===== src/rtl/tracking_pkg.sv =====
// Shared constants, FSM state type and channel helpers for the colour-tracking datapath.
package tracking_pkg;

    localparam int unsigned H_ACTIVE_DEF = 640;
    localparam int unsigned V_ACTIVE_DEF = 480;
    localparam logic [31:0] NOT_FOUND    = 32'hFFFF_FFFF;

    localparam int unsigned R_LSB = 16;
    localparam int unsigned G_LSB = 8;
    localparam int unsigned B_LSB = 0;

    typedef enum logic {
        WAIT_SOF,
        ACTIVE
    } state_t;

    function automatic logic [7:0] avg8(input logic [7:0] a, input logic [7:0] b);
        logic [8:0] s;
        s = {1'b0, a} + {1'b0, b};
        return s[8:1];
    endfunction

    function automatic logic [31:0] blend(input logic [31:0] a, input logic [31:0] b);
        return {8'h00,
                avg8(a[R_LSB +: 8], b[R_LSB +: 8]),
                avg8(a[G_LSB +: 8], b[G_LSB +: 8]),
                avg8(a[B_LSB +: 8], b[B_LSB +: 8])};
    endfunction

endpackage


===== src/rtl/marker_hit.sv =====
// Crosshair geometry: flags a pixel lying on either arm of a marker centred at (cx,cy).
module marker_hit #(
    parameter int unsigned ARM = 8
) (
    input  logic [31:0] col,
    input  logic [31:0] row,
    input  logic [31:0] cx,
    input  logic [31:0] cy,
    output logic        hit
);

    localparam logic signed [32:0] ARM_S = 33'(ARM);

    logic signed [32:0] dc;
    logic signed [32:0] dr;

    // Signed 33-bit differences keep arms from wrapping past the frame edges.
    assign dc = $signed({1'b0, col}) - $signed({1'b0, cx});
    assign dr = $signed({1'b0, row}) - $signed({1'b0, cy});

    assign hit = ((col == cx) && (dr <= ARM_S) && (dr >= -ARM_S)) ||
                 ((row == cy) && (dc <= ARM_S) && (dc >= -ARM_S));

endmodule


===== src/rtl/marker_overlay.sv =====
// Stamps a crosshair at the tracked centroid onto a streamed frame (latency 1, full throughput).
// Define MARKER_BLEND_EN to average marker colour with the pixel instead of replacing it.
module marker_overlay
    import tracking_pkg::*;
#(
    parameter int unsigned H_ACTIVE   = H_ACTIVE_DEF,
    parameter int unsigned V_ACTIVE   = V_ACTIVE_DEF,
    parameter int unsigned ARM        = 8,
    parameter logic [31:0] MARK_COLOR = 32'h00FF_0000
) (
    input  logic        clk,
    input  logic        reset,
    input  logic [31:0] x_pos,
    input  logic [31:0] y_pos,
    input  logic        s_valid,
    output logic        s_ready,
    input  logic [31:0] s_data,
    input  logic        s_sof,
    input  logic        s_eol,
    output logic        m_valid,
    input  logic        m_ready,
    output logic [31:0] m_data,
    output logic        m_sof,
    output logic        m_eol,
    output logic        sync_err
);

    state_t      state, state_n;
    logic [31:0] col, row, col_n, row_n;
    logic [31:0] cx, cy;
    logic        mark_en;
    logic        accept, pos_ok, err_n;
    logic [31:0] pcol, prow, pcx, pcy;
    logic        pen, geom_hit, hit;
    logic [31:0] out_data;

    assign s_ready = !m_valid || m_ready;
    assign accept  = s_valid && s_ready;
    assign pos_ok  = (x_pos != NOT_FOUND) && (y_pos != NOT_FOUND) &&
                     (x_pos < H_ACTIVE) && (y_pos < V_ACTIVE);

    always_ff @(posedge clk) begin
        if (reset) state <= WAIT_SOF;
        else       state <= state_n;
    end

    // An s_sof pixel is (0,0) of a new frame and is judged against the freshly presented position.
    always_comb begin
        state_n = state;
        col_n   = col;
        row_n   = row;
        err_n   = 1'b0;
        pcol    = col;
        prow    = row;
        pcx     = cx;
        pcy     = cy;
        pen     = 1'b0;
        if (s_sof) begin
            pcol = '0;
            prow = '0;
            pcx  = x_pos;
            pcy  = y_pos;
            pen  = pos_ok;
        end else if (state == ACTIVE && row < V_ACTIVE) begin
            pen = mark_en;
        end
        if (accept && (s_sof || state == ACTIVE)) begin
            state_n = ACTIVE;
            if (!s_sof && row == V_ACTIVE) begin
                err_n   = 1'b1;
                state_n = WAIT_SOF;
                col_n   = '0;
                row_n   = '0;
            end else if (s_eol || pcol == H_ACTIVE - 1) begin
                err_n = s_eol != (pcol == H_ACTIVE - 1);
                col_n = '0;
                row_n = prow + 1;
            end else begin
                col_n = pcol + 1;
                row_n = prow;
            end
        end
    end

    marker_hit #(.ARM(ARM)) u_hit (
        .col (pcol),
        .row (prow),
        .cx  (pcx),
        .cy  (pcy),
        .hit (geom_hit)
    );

    always_comb begin
        hit      = pen && geom_hit;
        out_data = s_data;
        if (hit) begin
`ifdef MARKER_BLEND_EN
            out_data = blend(s_data, MARK_COLOR);
`else
            out_data = MARK_COLOR;
`endif
        end
    end

    always_ff @(posedge clk) begin
        if (reset) begin
            col      <= '0;
            row      <= '0;
            cx       <= '0;
            cy       <= '0;
            mark_en  <= 1'b0;
            m_valid  <= 1'b0;
            m_data   <= '0;
            m_sof    <= 1'b0;
            m_eol    <= 1'b0;
            sync_err <= 1'b0;
        end else begin
            col      <= col_n;
            row      <= row_n;
            sync_err <= err_n;
            if (accept && s_sof) begin
                cx      <= x_pos;
                cy      <= y_pos;
                mark_en <= pos_ok;
            end
            if (accept) begin
                m_valid <= 1'b1;
                m_data  <= out_data;
                m_sof   <= s_sof;
                m_eol   <= s_eol;
            end else if (m_ready) begin
                m_valid <= 1'b0;
            end
        end
    end

endmodule

===== config.mk =====
export PLATFORM = sky130hd
export DESIGN_NAME = marker_overlay
export DESIGN_NICKNAME = d
export VERILOG_FILES = /design/src/rtl/tracking_pkg.sv /design/src/rtl/marker_hit.sv /design/src/rtl/marker_overlay.sv
export SDC_FILE = /design/constraint.sdc
export NUM_CORES = 1
export LEC_CHECK = 0
export ABC_AREA = 1
export BUFFER_PORTS_ARGS = -buffer_cell sky130_fd_sc_hd__buf_4
export CAP_MARGIN = 10
export CORE_MARGIN = 3
export CORE_UTILIZATION = 45
export DETAILED_ROUTE_END_ITERATION = 10
export GPL_TIMING_DRIVEN = 0
export SLEW_MARGIN = 20
export SYNTH_ARGS = -nofsm -noshare
export SYNTH_HDL_FRONTEND = slang
export SYNTH_SLANG_ARGS = --single-unit

===== constraint.sdc =====
create_clock -name clk -period 5.38 [get_ports clk]
set_input_delay 0.807 -clock clk [delete_from_list [all_inputs] [get_ports clk]]
set_output_delay 0.807 -clock clk [all_outputs]
set_load 0.05 [all_outputs]

-- After elaboration in Yosys (flattened, before gate mapping)
Cells that the tools add are included.
- bits in registers: 166
- bits of input ports: 102
- output and inout bits: 37
- word-level logic and storage cells: 67
- add/sub/neg operators: 4
- magnitude comparators: 7
- equality and inequality tests: 7
- muxes and demuxes: 16
- bitwise logic cells: 1
- reductions and logical operators: 21
- operator list (operator ; count):
    $mux W32 ; 9
    $ge A33 B4 Y1 const B ; 2
    $le A33 B5 Y1 const B ; 2
    $sub A32 B32 Y33 ; 2
    $add A32 B1 Y32 const B ; 2
    $eq A32 B32 Y1 ; 2
    $lt A32 B9 Y1 const B ; 2
    $ne A32 B32 Y1 const B ; 2
    $eq A32 B10 Y1 const B ; 1
    $eq A32 B9 Y1 const B ; 1
    $lt A32 B10 Y1 const B ; 1
    $logic_and A1 B1 Y1 ; 13
    $mux W1 ; 7
    $logic_or A1 B1 Y1 ; 4
    $logic_not A1 Y1 ; 2
    $reduce_bool A2 Y1 ; 1
    $reduce_or A2 Y1 ; 1
    $ne A1 B1 Y1 ; 1
    $not A1 Y1 ; 1

-- Depth between registers and ports, before layout
Gate-level depths: netlist of run 1.
- depth in word-level cells: 8
- gate-level depth with buffers: 34
- gate-level depth less buffers: 26

-- By module
A second synthesis of run 1 with hierarchy kept.
- cell total of the unflattened synthesis: 2775
- area, all modules: 15456.1 µm²
- by module, submodules not included (module ; instances ; cells an instance ; area each (µm²) ; seq. area each (µm²)):
    marker_overlay ; 1 ; 1520 ; 9601.7 ; 3323.2
    marker_hit ; 1 ; 1255 ; 5854.4 ; 0.0

-- Least setup slack after synthesis of run 1
No wires, ideal clock.
- path type: in2reg
- start: in s_sof
- end: reg row[30]
- setup time: 0.132 ns
- data arrival time: 4.535 ns
- required time: 5.248 ns
- slack: 0.713 ns
- stages on the path: 27
- buffers on the path: 9
- cell sequence: buf_6 buf_6 buf_6 buf_4 buf_2 buf_2 buf_2 buf_2 nor2_1 ha_1 inv_1 nor3_2 inv_2 nor2_4 nand4_1 ha_1 clkbuf_1 nor3_1 nand3_2 nor4_4 nand2_2 nor3_4 nand4_2 nor2_1 nand2_1 nand3_1 a21oi_1
- cells in the longest elaborated chain, start to end: 5
- elaborated cells on any way between the ends: 11
- those cells by class: add/sub (1); eq/ne (1); mux (4); reduce/logical (5)
- ends and longest elaborated chain (item ; RTL line ; source):
    start: declaration ; marker_overlay.sv:18 ; input logic s_sof,
    parallel branches: the longest is 5 deep, another holds $add A32 B1 Y32 ; n/a ;
    end signal: assignment ; marker_overlay.sv:119 ; row <= row_n;
    end: declaration ; marker_overlay.sv:29 ; logic [31:0] col, row, col_n, row_n;
Parallel ways; which one is timed is not known.
A chain may end at the register's enable or synchronous reset.

-- Worst setup path in the final report of run 1
- start: in s_sof
- end: reg m_data[25]
- cells in the longest elaborated chain, start to end: 8
- elaborated cells on any way between the ends: 20
- those cells by class: add/sub (2); order compare (4); eq/ne (2); mux (6); reduce/logical (6)
- ends and longest elaborated chain (item ; RTL line ; source):
    $mux W32 ; marker_overlay.sv:58 ; if (s_sof) begin
    $sub A32 B32 Y33, on equally long branches ; marker_hit.sv:19, marker_hit.sv:18 ;
    $le A33 B5 Y1, on equally long branches ; marker_hit.sv:21, marker_hit.sv:22 ;
    $logic_and A1 B1 Y1, on equally long branches (2 in series) ; marker_hit.sv:21, marker_hit.sv:22 ;
    $logic_or A1 B1 Y1 ; marker_hit.sv:21 ; assign hit = ((col == cx) && (dr <= ARM_S) && (dr >= -ARM_S)) ||
    $logic_and A1 B1 Y1 * ; marker_overlay.sv:94 ; hit = pen && geom_hit;
    $mux W32 * ; marker_overlay.sv:96 ; if (hit) begin
    end signal: assignment ; marker_overlay.sv:128 ; m_data <= out_data;
    end: declaration ; marker_overlay.sv:22 ; output logic [31:0] m_data,
Every way passes the cells marked *; elsewhere a longest branch is shown, timed or not.

==> results of run 1 <==
worst paths after layout:
check / cells past startpoint / slack, ps / from / endpoint
setup / recovery: 29 / 230 / s_sof / m_data[25]
hold reg to reg: 2 / 460 / cx[6] / cx[6]
hold / removal: 2 / 460 / cx[6] / cx[6]
setup reg to reg: 24 / 1480 / row[8] / m_data[25]
registers in the layout, indices dropped and copies added (netlist names):
register,count
cx,32
cy,32
col,32
state,1
mark_en,1
row,32
sync_err,1
m_valid,1
m_eol,1
m_sof,1
m_data,32
cell usage in the layout, fill, tap and decap left out, drive strengths merged:
cell / count
a31oi: 1
o21bai: 5
xnor2: 15
buf: 157
and2: 10
clkinv: 3
clkbuf: 72
mux2i: 6
nand4: 36
o31ai: 1
nand3: 144
o221ai: 1
a311oi: 1
or2: 3
and3: 2
nor2: 287
a2bb2oi: 1
inv: 477
o21ai: 133
nor3: 38
nand3b: 13
ha: 67
nand2: 878
nor4: 26
nor3b: 1
dfxtp: 166
a21oi: 207
a21o: 4
o22ai: 3
bufinv: 4
xor2: 37
o211ai: 4
kinds of logic (layout without fill, tap and decap cells):
kind of cell | after synthesis | count (layout) | synth area share [%]
AO/OA/AOI/OAI | 361 | 361 | 12.6
XOR/XNOR | 52 | 52 | 3.07
adder cells (fa/ha/maj) | 67 | 67 | 5.64
buffers and inverters | 548 | 713 | 14.2
flip-flops | 166 | 166 | 22.4
multiplexers | 6 | 6 | 0.404
AND/OR/NAND/NOR | 1438 | 1438 | 41.7
layer usage:
metal / GRT usage [%] / up-vias
li1: - / 8528
met1: 46.0 / 7751
met2: 44.5 / 641
met3: 5.59 / 39
met4: 4.94 / 2
met5: 0 / -
through the flow:
stage          total power, uW  hold WS [ps]  instance area [um^2]  worst slack [ps]
3_5_place_dp              2090           444                 16400              -962
2_1_floorplan             1810           424                 14900               713
6_report                  3420           456                 17100               226
5_1_grt                   3580           476                 17100              11.5
3_3_place_gp              2090           439                 16400             -1040
4_1_cts                   3430           454                 17100              28.7
cell type report:
type | instances | area [um^2]
clock buffers | 20 | 437
multi-input cells | 1924 | 9450
inverters | 472 | 1770
clock inverters | 12 | 189
plain buffers | 72 | 338
repair buffers | 137 | 1030
well taps | 435 | 544
flip-flops and latches | 166 | 3320
fillers | 3501 | 15000
worst max-delay path: cells and delay by family:
kind            cells  cell delay [ps]
simple gates       14             1460
buf+inv             9             1800
fa+ha+maj           1              420
compound gates      5              880
power by group:
| group | internal, uW | switching (uW) |
|---|---|---|
| clock | 789 | 549 |
| combinational | 242 | 542 |
| sequential | 1280 | 19.1 |
what timing repair did:
item / in CTS / in global routing
pin swaps: 0 / 2
endpoints found under the hold margin: 0 / 0
gates resized for setup: 5 / 12
endpoints found under the setup margin: 40 / 40
buffers inserted: 0 / 0
==> metrics.csv, run 1 <==
stage,metric,value,unit
outcome,status,finished clean,
place,placed cells,3210,
cts,clock tree from TritonCTS,done,
floorplan,DIE AREA,35200,um^2
pwr,largest voltage drop on the vdd net,0.000277,V
detailed_routing,highest routing layer actually used,met5,
detailed_routing,DR DRC count,0,
min_path,class of the most critical hold timing path,register to register,
final_layout,filler-free cell count of the finished design,3238,
floorplan,top-level I/O count,139,
detailed_routing,DRC violation total after the first TritonRoute iteration,1609,
setup_path,cell seen most often among critical-path stages,nand2_1,
cts,number of sinks handled by clock tree synthesis,166,
setup_path,Required @ worst endpoint,5680,ps
detailed_routing,sum of routed wire segments on met1,26700,um
yosys,leading post-synthesis cells by instance count,"870 x nand2_1, 458 x inv_1, 258 x nor2_1",
yosys,number of enable-type register cells in the synthesized netlist,0,
sta,worst clock skew,17.5,ps
cts,CTS clock-pin slew for the worst setup and hold paths,70,ps
pwr,Power Dens Cells,200,nW/um^2
sta,Setup Total Neg Slack,0,ps
detailed_routing,via count,16961,
sta,RSZ-0062 raised after global routing,no,
yosys,syn nets,2807,
sta,setup violators final,0,
yosys,unique cell type count in the Yosys netlist,49,
detailed_routing,overall routed net length,54600,um
sta,Final Cycle Share,95.8,%
grt,pin count of the biggest net entering global routing,20,
yosys,"Cell Area, Synth",14900,um^2
yosys,cell taking the most area after synthesis,dfxtp_1,
cts,H-tree Lvls,4,
grt,vias in the first global route,15146,
final_layout,n_diodes,0,
yosys,sequential fraction of the synthesis area,22.4,%
final_layout,Final Core Density,53.3,%
final_layout,number of nets at the end of the flow,2959,
floorplan,Floorplan Core Area,32000,um^2
detailed_routing,met3 wire len,4970,um
detailed_routing,ratio of routed vias to standard cells,5.24,
yosys,warning count from the yosys run,0,
grt,Overall Global Routing Usage,30.1,%
place,buffers added on ports,137,
detailed_routing,detailed-router iteration count before antenna repair,5,
sta,final worst path period need,5150,ps
setup_path,critical path launch point type,input pin,
setup_path,data arrival time at the worst-slack endpoint,5460,ps
yosys,flip-flop and latch count after synthesis,166,
grt,number of antenna violations at the first check in global routing,1,
setup_path,cell type of the slowest stage on the worst timing path,ha_1,
sta,worst-case headroom to the max-slew limit,37.8,%
pwr,Leak Pwr,0.00853,uW
place,Detail Placement HPWL,45700,um
sta,pins over their slew limit,0,
final_layout,layout cells sized above 1,9.38,%
detailed_routing,count of antenna-violating nets left after detailed routing,0,
setup_path,stage delay of the slowest cell on the critical path,420,ps
floorplan,Core Rows,65,
sta,Least-Margin Pin Slew,925,ps
cts,CTS Hold Buffers Added,0,
setup_path,CP max FO,28,
yosys,cell types with the largest area share after synthesis,"dfxtp_1 22%, nand2_1 22%, inv_1 12%",
floorplan,Horiz. Die Dim,188,um
detailed_routing,wire length on met2,22400,um
yosys,share of the synthesized area in the top cell type,22.4,%
yosys,most repeated cell in the gate-level netlist after synthesis,nand2_1,
setup_path,critical path endpoint category,register,
detailed_routing,drt wl/cell,16.9,um
place,routability congestion estimate from global placement,0.975,
grt,leftover overflow at the end of global routing,0,
yosys,async set-reset flop share out of synthesis,0,%
floorplan,Die Span Y,188,um
yosys,dominant register cell in the synthesized netlist,dfxtp_1,
cts,Inserted Clock Buffers,17,
run,max_cap viols,0,
setup_path,kind of critical path,input pin to register,
final_layout,P&R area growth vs syn,15.0,%
grt,wire length of the first global-routing pass,84100,um
yosys,Mean Syn Cell Area,5.63,um^2
sta,"Hold Violations, Final",0,
cts,clock insertion delay at the later pin of the skew report,440,ps
cts,root buf cell,clkbuf_16,
yosys,number of standard cells after synthesis,2638,
sta,FMAX,194,MHz
floorplan,effective utilization at floorplan,46.4,%
cts,buffer levels on the longest clock path,2,
(Power assumes the default switching activity.)
==> run 2: changes to the inputs <==
PLACE_DENSITY = 0.63   (was default)
SYNTH_HIERARCHICAL = 1   (was default)
==> run 2 against run 1 <==
Net effect:
- global-route usage increased by 0.27 points
- non-clock buffer count increased by 6
- total power decreased by 0.13%
- die area increased by 3.9%
- clock skew decreased by 3.7 ps
- register-to-register slack got worse by 100 ps
- largest power group is now sequential cells
- core utilization decreased by 0.93 points
- critical endpoint is now m_data[12]
- synthesized area increased by 4.1%
- final cell count increased by 4.8%
==> metrics.csv, run 2 <==
stage,metric,value,unit,change
outcome,status,finished clean,,
yosys,syn nets,2944,,+4.9%
cts,root buf cell,clkbuf_16,,
floorplan,Floorplan Core Area,33700,um^2,+5.2%
grt,leftover overflow at the end of global routing,0,,unchanged
sta,Final Cycle Share,90.5,%,-5.3 points
setup_path,cell seen most often among critical-path stages,nand2_1,,
yosys,share of the synthesized area in the top cell type,21.5,%,-0.87 points
yosys,warning count from the yosys run,6,,+6
floorplan,Core Rows,67,,+3.1%
place,buffers added on ports,137,,unchanged
detailed_routing,DRC violation total after the first TritonRoute iteration,1284,,-20%
cts,H-tree Lvls,4,,unchanged
setup_path,worst r2r dst,m_data[12],,
floorplan,Horiz. Die Dim,191,um,+1.9%
yosys,async set-reset flop share out of synthesis,0,%,unchanged
yosys,number of enable-type register cells in the synthesized netlist,0,,unchanged
setup_path,Required @ worst endpoint,5690,ps,about the same
final_layout,layout cells sized above 1,10.3,%,+0.91 points
grt,number of antenna violations at the first check in global routing,3,,+2
pwr,Leak Pwr,0.00870,uW,+2.0%
floorplan,effective utilization at floorplan,45.9,%,-0.49 points
setup_path,critical path launch point type,input pin,,
yosys,"Cell Area, Synth",15500,um^2,+4.1%
floorplan,top-level I/O count,139,,unchanged
place,Detail Placement HPWL,46100,um,+0.96%
grt,vias in the first global route,16596,,+9.6%
floorplan,Die Span Y,191,um,+1.9%
setup_path,worst reg2reg path startpoint,col[20],,
grt,pin count of the biggest net entering global routing,18,,-10%
setup_path,stage delay of the slowest cell on the critical path,360,ps,-60 ps
cts,CTS Hold Buffers Added,0,,unchanged
grt,wire length of the first global-routing pass,87600,um,+4.1%
setup_path,worst reg-to-reg setup slack,1380,ps,-100 ps
detailed_routing,overall routed net length,55800,um,+2.3%
detailed_routing,count of antenna-violating nets left after detailed routing,0,,unchanged
yosys,Mean Syn Cell Area,5.57,um^2,-1.1%
sta,FMAX,205,MHz,+5.9%
sta,setup violators final,0,,unchanged
detailed_routing,ratio of routed vias to standard cells,5.19,,-0.89%
final_layout,Finished Cell Area,17700,um^2,+3.3%
cts,clock insertion delay at the later pin of the skew report,460,ps,+20 ps
final_layout,P&R area growth vs syn,14.2,%,
yosys,number of standard cells after synthesis,2775,,+5.2%
place,placed cell area,17000,um^2,+3.8%
yosys,cell types with the largest area share after synthesis,"dfxtp_1 22%, nand2_1 21%, inv_1 12%",,
sta,Least-Margin Pin Slew,747,ps,-178 ps
yosys,leading post-synthesis cells by instance count,"885 x nand2_1, 486 x inv_1, 305 x nor2_1",,
setup_path,data arrival time at the worst-slack endpoint,5180,ps,-280 ps
detailed_routing,detailed-router iteration count before antenna repair,8,,+3
cts,CTS clock-pin slew for the worst setup and hold paths,70,ps,about the same
yosys,most repeated cell in the gate-level netlist after synthesis,nand2_1,,
cts,buffer levels on the longest clock path,2,,unchanged
setup_path,critical path endpoint category,register,,
place,routability congestion estimate from global placement,0.963,,-1.2%
run,max_cap viols,0,,unchanged
cts,clock tree from TritonCTS,done,,
detailed_routing,drt wl/cell,16.5,um,-2.4%
sta,pins over their slew limit,0,,unchanged
sta,final worst path period need,4870,ps,-287 ps
detailed_routing,via count,17614,,+3.9%
yosys,dominant register cell in the synthesized netlist,dfxtp_1,,
floorplan,DIE AREA,36600,um^2,+3.9%
yosys,sequential fraction of the synthesis area,21.5,%,-0.87 points
setup_path,worst reg2reg path depth,22,,-8.3%
min_path,class of the most critical hold timing path,register to register,,
yosys,cell taking the most area after synthesis,dfxtp_1,,
setup_path,capturing instance or port of the critical path,m_data[12],,
sta,"Hold Violations, Final",0,,unchanged
cts,Inserted Clock Buffers,17,,unchanged
yosys,flip-flop and latch count after synthesis,166,,unchanged
detailed_routing,DR DRC count,0,,unchanged
sta,worst clock skew,13.8,ps,-3.72 ps
setup_path,cell type of the slowest stage on the worst timing path,ha_1,,
yosys,unique cell type count in the Yosys netlist,47,,-4.1%
final_layout,Final Core Density,52.4,%,-0.93 points
sta,worst-case headroom to the max-slew limit,50.2,%,+12 points
sta,worst slack on hold paths,450,ps,-6.06 ps
sta,RSZ-0062 raised after global routing,no,,
final_layout,"commonest non-fill, non-tap cells in the layout","885 x nand2_1, 486 x inv_1, 305 x nor2_1",,
cts,number of sinks handled by clock tree synthesis,166,,unchanged
pwr,largest voltage drop on the vdd net,0.000259,V,-6.7%
final_layout,number of nets at the end of the flow,3099,,+4.7%
setup_path,kind of critical path,input pin to register,,
final_layout,"most common cell after layout, fill and taps aside",nand2_1,,
grt,Overall Global Routing Usage,30.4,%,+0.27 points
setup_path,Critical Path Source,s_sof,,
pwr,Power Dens Cells,193,nW/um^2,-3.3%
setup_path,CP max FO,19,,-32%
==> run 2: changes by cell type in the layout (fill, tap and decap cells not counted), sizes merged, moves of 6 or more <==
cell / before / now
mux2i: 6 / 0
buf: 157 / 164
a21oi: 207 / 217
o21ai: 133 / 170
nor4: 26 / 5
nand3: 144 / 156
inv: 477 / 498
nand2: 878 / 909
nand4: 36 / 44
nor2: 287 / 349
==> run 2: worst min-delay path by stage <==
stage | start | endpoint | slack, ps | depth (start not counted)
2_1_floorplan | cx[0] | cx[0] | 420 | 2
3_3_place_gp | cx[17] | cx[17] | 430 | 2
3_5_place_dp | cx[26] | cx[26] | 440 | 2
4_1_cts | cx[26] | cx[26] | 450 | 2
5_1_grt | cx[9] | cx[9] | 460 | 2
6_report | cx[26] | cx[26] | 450 | 2
==> run 2: final cells by class <==
cell class	count	area (um^2)
fill	3651	16000
multi-input combinational	2038	9870
sequential	166	3320
inverter	492	1850
timing repair buffer	137	1030
tap	448	561
clock buffer	18	439
buffer	78	410
clock inverter	14	164
antenna	2	5.00
==> run 2: where the power goes <==
part	switching (uW)	internal, uW	leakage (uW)
combinational	574	267	0.00707
clock	601	673	0.000283
sequential	18.8	1280	0.00136
total	1190	2220	0.00870
==> run 2: logic make-up after synthesis <==
kind of cell / share of synthesized area [%]
buffers and inverters: 14.7
XOR/XNOR: 2.66
AO/OA/AOI/OAI: 13.4
flip-flops: 21.5
AND/OR/NAND/NOR: 42.4
adder cells (fa/ha/maj): 5.42
==> run 2: per-stage QoR <==
stage / std cells / TNS (ps) / total power, uW / setup WS [ps]
after floorplan: 2775 / 0 / 1880 / 1310
after global placement: 3360 / -7290 / 2140 / -273
after detailed placement: 3360 / -7050 / 2160 / -266
after CTS: 3392 / 0 / 3430 / 202
after global routing: 3392 / 0 / 3580 / 180
final: 3393 / 0 / 3410 / 513
==> run 2: metal layers <==
layer	vias to the layer above	global-route usage, %	routed length [um]
met1	8008	37.9	23800
met4	0	11.5	2120
met5	-	0	0
li1	8946	-	-
met3	100	3.39	2840
met2	560	53.8	27100
==> run 2: critical path: cells and delay by family <==
family                   cells  cell delay [ps]
adder cells (fa/ha/maj)      1              360
AND/OR/NAND/NOR             19             2220
buffers and inverters        8             1650
AO/OA/AOI/OAI                2              140
==> run 2: timing repair <==
item,in CTS,in global routing
hold endpoints to repair,0,0
setup buffers,0,0
gates resized for setup,0,1
endpoints found under the setup margin,0,30
